===== src/rtl/sram_1r1w_req_adapter.sv =====
// Valid/ready front end for a 1R1W SRAM macro with 1-cycle read latency.
// Zero-fills the array after reset, forwards same-cycle writes into reads, buffers two responses.
module sram_1r1w_req_adapter #(
  parameter int ADDR_W    = 9,
  parameter int DATA_W    = 64,
  parameter int MASK_W    = DATA_W / 8,
  parameter int INIT_ZERO = 1
) (
  input  logic              clock,
  input  logic              reset,
  output logic              init_done,
  // Handshakes: a transfer happens in every cycle where valid && ready are both
  // high at the rising edge; valid never waits on ready, and ready never
  // depends combinationally on r_resp_ready.
  input  logic              w_valid,
  output logic              w_ready,
  input  logic [ADDR_W-1:0] w_addr,
  input  logic [DATA_W-1:0] w_data,
  input  logic [MASK_W-1:0] w_mask,
  input  logic              r_req_valid,
  output logic              r_req_ready,
  input  logic [ADDR_W-1:0] r_req_addr,
  output logic              r_resp_valid,
  input  logic              r_resp_ready,
  output logic [DATA_W-1:0] r_resp_data,
  output logic              sram_w_en,
  output logic [ADDR_W-1:0] sram_w_addr,
  output logic [DATA_W-1:0] sram_w_data,
  output logic [MASK_W-1:0] sram_w_mask,
  output logic              sram_r_en,
  output logic [ADDR_W-1:0] sram_r_addr,
  input  logic [DATA_W-1:0] sram_r_data,
  output logic              dbg_state
);

  typedef enum logic [0:0] {
    ST_INIT = 1'b0,
    ST_RUN  = 1'b1
  } state_t;

  state_t              r_state;
  state_t              w_state_nxt;
  logic [ADDR_W-1:0]   r_cnt;
  logic                r_init_done;

  logic                r_inflight;
  logic                r_fwd_hit;
  logic [DATA_W-1:0]   r_fwd_data;
  logic [MASK_W-1:0]   r_fwd_mask;

  logic [DATA_W-1:0]   r_fifo [2];
  logic                r_wptr;
  logic                r_rptr;
  logic [1:0]          r_occ;

  logic                w_wr_fire;
  logic                w_rd_fire;
  logic                w_enq;
  logic                w_deq;
  logic                w_fifo_nonempty;
  logic [DATA_W-1:0]   w_merged;

  // ---------------- FSM: state register ----------------
  always_ff @(posedge clock) begin
    if (reset) begin
      r_state     <= (INIT_ZERO != 0) ? ST_INIT : ST_RUN;
      r_cnt       <= '0;
      r_init_done <= 1'b0;
    end else begin
      r_state     <= w_state_nxt;
      if (r_state == ST_INIT) r_cnt <= r_cnt + ADDR_W'(1);
      r_init_done <= (w_state_nxt == ST_RUN);
    end
  end

  // ---------------- FSM: next state ----------------
  always_comb begin
    w_state_nxt = r_state;
    case (r_state)
      ST_INIT: if (r_cnt == '1) w_state_nxt = ST_RUN;
      ST_RUN:  w_state_nxt = ST_RUN;
      default: w_state_nxt = r_state;
    endcase
  end

  // ---------------- FSM: outputs ----------------
  // Everything is gated by reset so no macro enable fires in the cycle reset is sampled.
  always_comb begin
    sram_w_en   = 1'b0;
    sram_w_addr = w_addr;
    sram_w_data = w_data;
    sram_w_mask = w_mask;
    w_ready     = 1'b0;
    r_req_ready = 1'b0;
    if (!reset) begin
      case (r_state)
        ST_INIT: begin
          sram_w_en   = 1'b1;
          sram_w_addr = r_cnt;
          sram_w_data = '0;
          sram_w_mask = '1;
        end
        ST_RUN: begin
          w_ready     = 1'b1;
          r_req_ready = ((2'(r_inflight) + r_occ) < 2'd2);
          sram_w_en   = w_valid;
        end
        default: ;
      endcase
    end
  end

  assign init_done = r_init_done;
  assign dbg_state = r_state;

  assign w_wr_fire   = w_valid && w_ready;
  assign w_rd_fire   = r_req_valid && r_req_ready;
  assign sram_r_en   = w_rd_fire;
  assign sram_r_addr = r_req_addr;

  // Capture the write that collides with a read so its bytes override the macro output.
  always_ff @(posedge clock) begin
    if (reset) begin
      r_inflight <= 1'b0;
      r_fwd_hit  <= 1'b0;
      r_fwd_data <= '0;
      r_fwd_mask <= '0;
    end else begin
      r_inflight <= w_rd_fire;
      r_fwd_hit  <= w_rd_fire && w_wr_fire && (r_req_addr == w_addr);
      r_fwd_data <= w_data;
      r_fwd_mask <= w_mask;
    end
  end

  always_comb begin
    w_merged = sram_r_data;
    for (int i = 0; i < MASK_W; i++) begin
      if (r_fwd_hit && r_fwd_mask[i]) w_merged[8*i +: 8] = r_fwd_data[8*i +: 8];
    end
  end

  // ---------------- response path ----------------
  // An empty buffer lets the fresh word bypass straight to the consumer.
  assign w_fifo_nonempty = (r_occ != 2'd0);
  assign r_resp_valid    = !reset && (w_fifo_nonempty || r_inflight);
  assign r_resp_data     = w_fifo_nonempty ? r_fifo[r_rptr] : w_merged;
  assign w_deq           = w_fifo_nonempty && r_resp_ready;
  assign w_enq           = r_inflight && (w_fifo_nonempty || !r_resp_ready);

  always_ff @(posedge clock) begin
    if (reset) begin
      r_wptr <= 1'b0;
      r_rptr <= 1'b0;
      r_occ  <= 2'd0;
    end else begin
      if (w_enq) r_wptr <= ~r_wptr;
      if (w_deq) r_rptr <= ~r_rptr;
      r_occ <= r_occ + 2'(w_enq) - 2'(w_deq);
    end
  end

  always_ff @(posedge clock) begin
    if (w_enq) r_fifo[r_wptr] <= w_merged;
  end

endmodule

===== config.mk =====
export PLATFORM = sky130hd
export DESIGN_NAME = sram_1r1w_req_adapter
export DESIGN_NICKNAME = d
export VERILOG_FILES = /design/src/rtl/sram_1r1w_req_adapter.sv
export SDC_FILE = /design/constraint.sdc
export NUM_CORES = 1
export LEC_CHECK = 0
export ABC_AREA = 1
export CORE_AREA = 2 2 158 160
export CTS_CLUSTER_DIAMETER = 150
export DETAILED_ROUTE_END_ITERATION = 6
export DIE_AREA = 0 0 160 162
export PLACE_DENSITY_LB_ADDON = 0.3
export SYNTH_ARGS = -nofsm -noshare
export SYNTH_HDL_FRONTEND = slang
export SYNTH_SLANG_ARGS = --single-unit

===== constraint.sdc =====
create_clock -name clock -period 12.7 [get_ports clock]
set_clock_uncertainty 0.05 [all_clocks]
set_input_delay 2.54 -clock clock [delete_from_list [all_inputs] [get_ports clock]]
set_output_delay 2.54 -clock clock [all_outputs]
set_load 0.03 [all_outputs]

# == Word level (Yosys, flattened, before mapping) ==
# Memory sizes are Yosys's and may differ from the RTL's. A register that Yosys moved wholly into a read port is not among the register bits.
# Cells that the tools add are included.
# op_classes
add_sub_neg,4
n_lt_le_gt_ge,1
eq_ne,2
mux,27
bitwise,3
reduce_logical,20
# op_table
cell,count
$mux 64,3
$mux 8,10
$mux 9,2
$logic_and 1x1->1,15
$mux 1,10
$add 9x1->9 const B,1
$eq 9x9->1,1
$eq 9x9->1 const B,1
$pmux 1 s2,2
$not 1->1,3
$add 1x2->2,1
$add 2x1->2,1
$logic_not 1->1,2
$logic_or 1x1->1,2
$lt 2x2->1 const B,1
$reduce_bool 2->1,1
$sub 2x1->2,1
# totals
ff_bits,88
ram_bits,128
input_bits,159
word_cells,67
mem_count,1
# memory_table
memory,depth,width,rd,rd_clocked_by_memory_dff,write_ports,line_no,rtl
r_fifo,2,64,1,1,1,51,logic [DATA_W-1:0] r_fifo [2];

# == Depth between registers and ports, before layout ==
# Gate-level depths: netlist (run 1).
# depth
ltp_word,7
mapped_depth,8
mapped_depth_nobuf,8

# == Worst setup path after synthesis (run 1) ==
# OpenSTA, ideal clock, no wires.
# synth_timing
kind,input -> output
from,in reset
to,out sram_w_addr[0]
arrival_ns,3.487
slack_ns,6.623
path_stages,3
path_cell_list,nor2_1 > clkbuf_1 > o21ai_0
# synth_between
elab_chain_len,1
# synth_lines
element,line_no,rtl
start: declaration,10,"input logic reset,"
$mux 9,95,if (!reset) begin
end: declaration,27,"output logic [ADDR_W-1:0] sram_w_addr,"
# No other way between the ends.

# == Final worst setup path (run 1) ==
# layout_timing
from,in reset
to,out sram_w_mask[3]
# layout_between
elab_chain_len,1
# layout_lines
element,line_no,rtl
$mux 8,95,
end: declaration,29,"output logic [MASK_W-1:0] sram_w_mask,"
# No other way between the ends.

==> flow_metrics.py, run 1 <==
metrics = {
    "die": {
        "die_h_um": 162,
        "start_util_pct": 40.43,
        "placementRows": 57,
        "core_mm2": 0.02411,
        "ios": 320,
        "die_w_um": 160,
        "dieArea_mm2": 0.02592,
    },
    "synthesis": {
        "async_reset_ff_share_pct": 0,
        "syn_area_mm2": 0.009746,
        "synth_top_area_share_pct": 39.44,
        "ys_seq_area_share_pct": 57.72,
        "yosysTopAreaCell": "edfxtp_1",
        "synthDistinctLibCells": 30,
        "synth_edf_count": 128,
        "synthTopCellsByArea": "edfxtp_1, dfxtp_1, nand2_1",
        "syn_inst": 1080,
        "synthFlopType": "edfxtp_1",
        "avgSynthCellArea_um2": 9.024,
        "synth_nets": 1242,
        "ys_ff_latch": 217,
        "ys.warnings.count": 0,
    },
    "job": {
        "cap_violations": 0,
    },
    "placement": {
        "place_area_mm2": 0.01307,
        "place_congestion": 0.7609,
        "place_inst": 1669,
        "place_hpwl_um": 16390,
        "port_buffers": 319,
    },
    "grt": {
        "grt_max_degree": 87,
        "grt_pass1_wl_um": 38340,
        "grt_pass1_vias": 7716,
        "antenna_found_initial": 0,
        "overflow": 0,
        "grtUsageTotal_pct": 18.16,
    },
    "power_and_ir_drop": {
        "p_leak_uw": 0.005887,
        "power.internal_uw": 1342,
        "swShare_pct": 31.21,
        "p_per_area_mw_per_mm2": 141.8,
        "vdd_ir_drop_max_uv": 90.27,
        "power.share.sequential_pct": 39.6,
        "power.share.clock_pct": 31.3,
        "power.switching_uw": 609.1,
        "pwr-share-comb_pct": 29.1,
    },
    "setup_path": {
        "critPathCaptureType": "output pin",
        "cp-start-kind": "input port",
        "worstPathRequired_ns": 10.11,
        "cp.arrival_ns": 4.95,
        "ff2ff_path_depth": 6,
        "worst-setup-path-type": "in -> out",
        "r2r-end": "r_fifo[1][2]$_DFFE_PP_",
        "timing.rr.start": "r_occ[1]$_SDFF_PP0_",
        "r2r_slack_ns": 9.79,
        "crit_fanout": 84,
    },
    "routing": {
        "first_pass_iters": 4,
        "ant_nets": 0,
        "drtIter0Drc": 317,
        "vias": 7808,
        "drcViolationCount": 0,
        "vias_per_cell": 4.563,
        "routed_wl_um": 24160,
        "wl_per_cell_um": 14.12,
    },
    "timing": {
        "max_freq_ghz": 0.1326,
        "setup-violations-final": 0,
        "maxSlewViolCount": 0,
        "tns_ns": 0,
        "relSlewSlack_pct": 31.87,
        "grt_setup_unrepaired": "no",
        "finalCriticalPeriod_ns": 7.541,
        "max_slew.worst_pin.slew_ns": 1.019,
        "timing.final.hold_violations": 0,
        "fin_crit_sh_pct": 59.38,
    },
    "clocking": {
        "insertion_delay_ns": 0.50,
        "clock_sinks": 217,
        "htree_levels": 1,
        "cts_setup_buffers": 0,
        "clockBufferDepth": 3,
        "cts_tree": "built",
        "cts_buffers": 23,
        "hold_buffers": 0,
        "post_cts_resized": 0,
        "cts-root-buf": "clkbuf_16",
        "cts.clk_slew.worst_paths_ns": 0.05,
    },
    "layout": {
        "syn_to_final_growth_pct": 41.16,
        "final_cells": 1711,
        "num_antenna_cells": 0,
        "design_area_mm2": 0.01376,
        "nets": 1532,
        "drive_gt1_share_pct": 6.849,
    },
    "hold_path": {
        "min_from": "r_rptr$_SDFFE_PP0P_",
        "hold_path_class": "reg -> reg",
        "hold_depth": 1,
    },
    "outcome": {
        "status": "completed",
    },
}
==> metrics by stage <==
step           hold WS [ns]  util (%)  power [uW]  setup slack [ns]
3_5_place_dp         0.3839     54.21        1360             5.118
6_report             0.3917     57.07        1951             5.159
4_1_cts              0.4000     57.07        1977             5.116
5_1_grt              0.4194     57.07        2046             4.943
3_3_place_gp         0.3837     54.21        1356             5.155
2_1_floorplan        0.3756         -        1115             6.623
==> logic make-up after synthesis <==
| group | synth area share (%) |
|---|---|
| compound gates | 8.705 |
| xor+xnor | 0.1798 |
| fa+ha+maj | 0.3852 |
| buf+inv | 11.71 |
| flops | 57.72 |
| mux | 4.969 |
| simple gates | 16.33 |
==> layer usage <==
layer / global-route usage (%) / wire length (um)
met1: 22.31 / 10440
met3: 3.856 / 1414
met2: 32.49 / 11800
met5: 0 / 0
met4: 4.873 / 505
==> final cells by class <==
class / count / area (um^2)
Sequential cell: 217 / 5629
Timing Repair Buffer: 325 / 3236
Clock inverter: 4 / 22.52
Inverter: 212 / 797.0
Tap cell: 324 / 405.4
Clock buffer: 38 / 665.6
Multi-Input combinational cell: 591 / 3002
Fill cell: 2189 / 10350
==> critical path: stages <==
cell	delay, ns
buf_4	0.38
nor2_4	0.17
buf_4	0.68
inv_2	0.30
nand2_1	0.14
clkdlybuf4s50_1	0.68
==> power by group through the flow <==
stage               Sequential [uW]  Combinational (uW)  Clock (uW)
global route                    776                 608         662
global placement                788                 568           0
detailed placement              789                 571           0
finish                          773                 567         611
floorplan                       779                 336           0
CTS                             774                 574         629
==> flip-flops by register name, summed over array words and instances (netlist names), named ones only <==
| register | cells |
|---|---|
| r_wptr | 1 |
| r_fwd_data | 64 |
| r_fwd_mask | 8 |
| r_inflight | 1 |
| r_fwd_hit | 1 |
| r_cnt | 9 |
| r_occ | 2 |
| r_fifo | 128 |
| init_done | 1 |
| r_rptr | 1 |
==> placed cells by master (no fill, tap or decap), types with 3 or more instances in the layout <==
master	Yosys	routed
nand2_1	232	232
mux2_4	3	3
nor2_4	1	4
nor3_1	3	3
clkinv_2	0	3
nor2_1	158	155
clkbuf_1	18	11
nand2_4	3	3
dfxtp_1	89	88
o21ai_0	59	59
a21oi_1	10	10
clkdlybuf4s50_1	0	318
edfxtp_1	128	128
buf_4	11	7
clkbuf_8	0	3
mux2_2	39	39
o211ai_1	64	64
ha_1	3	3
clkbuf_16	0	23
inv_1	209	209
nand2_2	4	4
==> cells in the mapped netlist, types with 2 or more instances <==
library cell and count:
buf_1 8, nand2_1 232, o211ai_1 64, o21ai_0 59, buf_4 11, buf_2 15, nor3_1 3, inv_2 3
nand4_1 2, clkbuf_1 18, nand2_4 3, mux2_4 3, edfxtp_1 128, ha_1 3, nor2_1 158, buf_6 8
mux2_2 39, a22o_1 2, nand3_1 2, dfxtp_1 89, a21oi_1 10, nand2_2 4, inv_1 209
==> worst max-delay path by stage <==
stage               startpoint             end  cells after the start
finish                   reset  sram_w_mask[3]                      6
global route             reset  sram_w_mask[6]                      6
CTS                      reset  sram_w_mask[3]                      6
detailed placement       reset  sram_w_mask[3]                      6
global placement         reset  sram_w_mask[3]                      6
floorplan                reset  sram_w_addr[0]                      3
Note: power is estimated with default switching activity, not from simulation.
==> inputs of run 2 (changes only) <==
clock period = 6.51 ns   (was 12.7 ns; I/O delays follow)
==> run 2 against run 1 <==
  * Via count grew 0.18%
  * Register-to-register slack lost 6.3 ns
  * First-iteration DRC count shrank 8.5%
==> flow_metrics.py, run 2 (same netlist as run 1, synthesis figures left out) <==
metrics = {
    "layout": {
        "num_antenna_cells": 0,
        "nets": 1535,
        "largestRegisters": "r_fifo x128, r_fwd_data x64, r_cnt x9",
        "design_area_mm2": 0.01397,
        "utilization_pct": 57.96,
        "final_common_cell": "clkdlybuf4s50_1",
        "largest_reg_flops": 128,
        "fillCellCount": 2156,
        "largest_register": "r_fifo",
        "layout_common_cells": "clkdlybuf4s50_1, nand2_1, inv_1",
        "syn_to_final_growth_pct": 43.37,
        "drive_gt1_share_pct": 7.692,
    },
    "timing": {
        "max_slew.worst_pin.slew_ns": 1.178,
        "timing.final.hold_violations": 0,
        "tns_ns": 0,
        "setup-violations-final": 0,
        "maxSlewViolCount": 0,
        "fin_crit_sh_pct": 68.32,
        "grt_setup_unrepaired": "no",
        "timing.hold.ws_ns": 0.4141,
        "finalCriticalPeriod_ns": 4.448,
        "relSlewSlack_pct": 21.26,
        "max_freq_ghz": 0.2248,
    },
    "clocking": {
        "cts.clk_slew.worst_paths_ns": 0.06,
        "cts_buffers": 24,
        "clock_sinks": 217,
        "hold_buffers": 0,
        "cts_tree": "built",
        "cts-root-buf": "clkbuf_16",
        "cts_setup_buffers": 0,
        "insertion_delay_ns": 0.50,
        "post_cts_resized": 0,
        "clockBufferDepth": 3,
        "htree_levels": 1,
    },
    "placement": {
        "place_hpwl_um": 17320,
        "place_congestion": 0.7595,
        "port_buffers": 319,
        "place_area_mm2": 0.01310,
    },
    "die": {
        "die_w_um": 160,
        "die_h_um": 162,
        "placementRows": 57,
        "dieArea_mm2": 0.02592,
        "ios": 320,
        "core_mm2": 0.02411,
        "start_util_pct": 40.43,
    },
    "job": {
        "cap_violations": 0,
    },
    "routing": {
        "wl_per_cell_um": 14.46,
        "ant_nets": 0,
        "first_pass_iters": 4,
        "vias": 7822,
        "vias_per_cell": 4.561,
        "drtIter0Drc": 290,
        "routed_wl_um": 24800,
        "drcViolationCount": 0,
    },
    "grt": {
        "grt_max_degree": 89,
        "grt_pass1_wl_um": 39760,
        "grtUsageTotal_pct": 18.75,
        "grt_pass1_vias": 7923,
        "antenna_found_initial": 0,
        "overflow": 0,
    },
    "power_and_ir_drop": {
        "power.internal_uw": 2850,
        "p_leak_uw": 0.005991,
        "swShare_pct": 30.15,
        "pwr-share-comb_pct": 27.0,
        "power.switching_uw": 1230,
        "p_per_area_mw_per_mm2": 292.0,
        "power.share.clock_pct": 35.8,
        "vdd_ir_drop_max_uv": 172.5,
        "power.share.sequential_pct": 37.2,
    },
    "setup_path": {
        "ff2ff_path_depth": 6,
        "worst-setup-path-type": "reg -> out",
        "crit_fanout": 13,
        "cp.arrival_ns": 3.10,
        "critPathCaptureType": "output pin",
        "crit_start": "r_fwd_hit$_SDFF_PP0_",
        "cp-endpoint": "r_resp_data[26]",
        "r2r_slack_ns": 3.51,
        "worstPathRequired_ns": 5.16,
        "r2r-end": "r_fifo[0][8]$_DFFE_PP_",
        "cp-start-kind": "flip-flop",
        "timing.rr.start": "r_occ[1]$_SDFF_PP0_",
    },
    "outcome": {
        "status": "completed",
    },
    "hold_path": {
        "hold_path_class": "reg -> reg",
    },
}
==> run 2: cell types whose count changed in the layout (fill, tap and decap cells not counted), sizes merged <==
cell | previous run | this run
buf | 7 | 9
bufinv | 0 | 4
clkbuf | 38 | 32
clkinv | 4 | 7
clkinvlp | 0 | 2
inv | 212 | 211
==> run 2: metrics by stage <==
step | std cells | worst slack [ns] | power, uW
3_5_place_dp | 1671 | 2.092 | 2656
2_1_floorplan | 1080 | 1.827 | 2174
3_3_place_gp | 1671 | 2.150 | 2648
6_report | 1715 | 2.062 | 4080
4_1_cts | 1715 | 2.039 | 4129
5_1_grt | 1715 | 1.931 | 4254
==> run 2: worst min path at each step <==
stage | slack [ns] | to | depth (start not counted) | startpoint
after floorplan | 0.38 | flip-flop | 1 | r_rptr$_SDFFE_PP0P_
after global placement | 0.38 | flip-flop | 1 | r_rptr$_SDFFE_PP0P_
after detailed placement | 0.39 | flip-flop | 1 | r_rptr$_SDFFE_PP0P_
after CTS | 0.41 | flip-flop | 1 | r_rptr$_SDFFE_PP0P_
after global routing | 0.44 | flip-flop | 1 | r_rptr$_SDFFE_PP0P_
final | 0.41 | flip-flop | 1 | r_rptr$_SDFFE_PP0P_
==> run 2: cell type report <==
class	count	area, um^2	area share (%)
Inverter	212	797.0	5.704
Sequential cell	217	5629	40.29
Clock buffer	32	713.2	5.104
Multi-Input combinational cell	591	3002	21.48
Tap cell	324	405.4	2.901
Clock inverter	12	162.7	1.164
Timing Repair Buffer	327	3263	23.35
==> run 2: metal layers <==
metal,wire [um],up-vias,global-route usage [%]
li1,-,3982,-
met1,10680,3564,23.20
met2,12020,239,33.31
met3,1595,37,4.239
met4,503,0,4.709
met5,0,-,0
==> run 2: critical path: stages, from the launching register on <==
cell             delay [ns]
dfxtp_1                0.79
nand2_1                0.54
nand2_1                0.15
o21ai_0                0.15
o21ai_0                0.23
clkdlybuf4s50_1        0.73
==> run 2: power groups by stage <==
stage | logic [uW] | registers, uW | clock network [uW]
5_1_grt | 1180 | 1520 | 1550
2_1_floorplan | 655 | 1520 | 0
6_report | 1100 | 1520 | 1460
3_3_place_gp | 1100 | 1550 | 0
3_5_place_dp | 1110 | 1550 | 0
4_1_cts | 1110 | 1520 | 1500
==> edit: new RTL, config.mk and constraints of run 1 <==
`DATA_W`: 64 -> 60.
--- a/src/rtl/sram_1r1w_req_adapter.sv
+++ b/src/rtl/sram_1r1w_req_adapter.sv
@@ -2,7 +2,7 @@
 // Zero-fills the array after reset, forwards same-cycle writes into reads, buffers two responses.
 module sram_1r1w_req_adapter #(
   parameter int ADDR_W    = 9,
-  parameter int DATA_W    = 64,
+  parameter int DATA_W    = 60,
   parameter int MASK_W    = DATA_W / 8,
   parameter int INIT_ZERO = 1
 ) (
Interface: changed (6 resized); port bits go from 320 to 302. No check against the original RTL was run, so the function may have changed too.
==> edit against run 1 <==
Synthesized area shrank 6.5%. Largest cell class unchanged. Routed wire length shrank 4.5%. Count of clock-buffer cells in the layout shrank 21. Global-route usage shrank 0.53 points. Maximum frequency shrank 6.8%. Largest power group unchanged. Combinational power shrank 6.2%. Sequential cell count shrank 17. Design area shrank 6.7%. Setup slack lost 0.55 ns. Final cell count shrank 5.7%. Total power shrank 9.3%.
==> edit: results (changes against run 1) <==
- Run status: finished, final reports clean
- Cells after Synth: 1007 (-6.8%)
- Met2 routed wirelength: 11.5 mm (-2.4%)
- Nets: 1430 (-6.7%)
- Reg2reg setup slack: 10.11 ns (+0.32 ns)
- Worst hold slack after final layout: 0.416 ns (+0.0241 ns)
- Clock-pin slew of the registers on the worst-case setup and hold paths: 0.08 ns (+0.03 ns)
- Placed Area: 12300 µm² (-6.2%)
- Post-Place Setup Slack: 4.53 ns (-0.584 ns)
- Non-clock inverters: 202 (-4.7%)
- Footprint of the flip-flops and latches: 5210 µm² (-7.5%)
- Gr usage total: 17.6% (-0.53 points)
- Number of combinational gates with multiple inputs: 548 (-7.3%)
- Global-route wire length before repair: 36.3 mm (-5.3%)
- Switch share: 33.6% (+2.4 points)
- First drt pass iteration count: 4 (unchanged)
- Worst-case clock buffer depth: 2 (-1)
- Maximum number of pins on one net before global-route repair: 75 (-14%)
- Slowest library cell on the worst path: clkdlybuf4s50_1
- Via count of the first global-routing pass: 7023 (-9.0%)
- Highest ir drop seen on vdd: 0.0000701 V (-22%)
- Buffering overhead: 23.8% (+0.31 points)
- Cts bufs inserted: 17 (-26%)
- Final min period: 8.09 ns (+0.548 ns)
- Placed Cells: 1582 (-5.2%)
- GR Util met2: 32.1% (-0.35 points)
- Layout fillers: 2286 (+4.4%)
- Fraction of standard cell area in multi-input logic: 22.0% (+0.21 points)
- Total routed wirelength: 23.1 mm (-4.5%)
- Arrival time at the worst endpoint: 5.50 ns (+0.55 ns)
- Worst slew slack as a fraction of its limit: 41.7% (+9.8 points)
- First-iteration detailed-routing DRC count: 300 (-5.4%)
- Count of flip-flops with a built-in enable after synthesis: 120 (-6.3%)
- DR top layer: met4
- Wirelength per Cell: 14.3 µm (+1.2%)
- Met1 capacity usage during global routing: 21.2% (-1.1 points)
- Syn_nets: 1160 (-6.6%)
- Relative area of clock buffers and inverters in the final design: 4.51% (-0.49 points)
- Via count normalized by instance count: 4.49 (-1.6%)
- List of most frequent post-synthesis cells: 202 x nand2_1, 199 x inv_1, 142 x nor2_1, 120 x edfxtp_1, 80 x dfxtp_1
- Number of signal-net buffers in the layout: 308 (-5.2%)
- Clock latency reported for the late side of the worst-skew pair: 0.42 ns (-0.08 ns)
- Biggest cell delay along the critical path: 0.70 ns (+0.02 ns)
- Capturing point of the worst reg2reg path: r_fifo[0][23]$_DFFE_PP_
- H-tree levels: 4 (+3)
- Number of synthesized register bits: 200 (-7.8%)
- Leading registers by flop count: r_fifo: 120 flops, r_fwd_data: 56 flops, r_cnt: 9 flops
- Biggest fanout along the worst timing path: 74 (-12%)
- Share of final-layout standard cells stronger than drive strength 1: 6.90% (+0.050 points)
- Sequential fraction of the synthesis area: 57.2% (-0.57 points)
- Leakage Power: 5.50 nW (-6.6%)
- Count of different cell masters after synthesis: 29 (-3.3%)
-- edit: power groups by stage --
stage          Clock (W)  Sequential [W]  Combinational (W)
2_1_floorplan          0        0.000719           0.000311
4_1_cts         0.000542        0.000714           0.000539
3_3_place_gp           0        0.000729           0.000534
6_report        0.000524        0.000714           0.000532
5_1_grt         0.000563        0.000717           0.000570
3_5_place_dp           0        0.000729           0.000537
-- edit: kinds of logic (layout without fill, tap and decap cells) --
| logic type | Yosys count | count (layout) | share of synthesized area, % |
|---|---|---|---|
| AOI/OAI and AO/OA | 137 | 137 | 9.11 |
| xor gates and xnor gates | 6 | 6 | 0.577 |
| adders and majority gates | 3 | 3 | 0.412 |
| buffers and inverters | 259 | 542 | 12.0 |
| DFF | 200 | 200 | 57.2 |
| muxes | 33 | 33 | 4.57 |
| and+or+nand+nor | 369 | 369 | 16.2 |
-- edit: worst max-delay path: cells and delay by family --
family	cells	cell delay (ns)
buffers and inverters	5	2.00
AND/OR/NAND/NOR	1	0.67
AO/OA/AOI/OAI	1	0.24
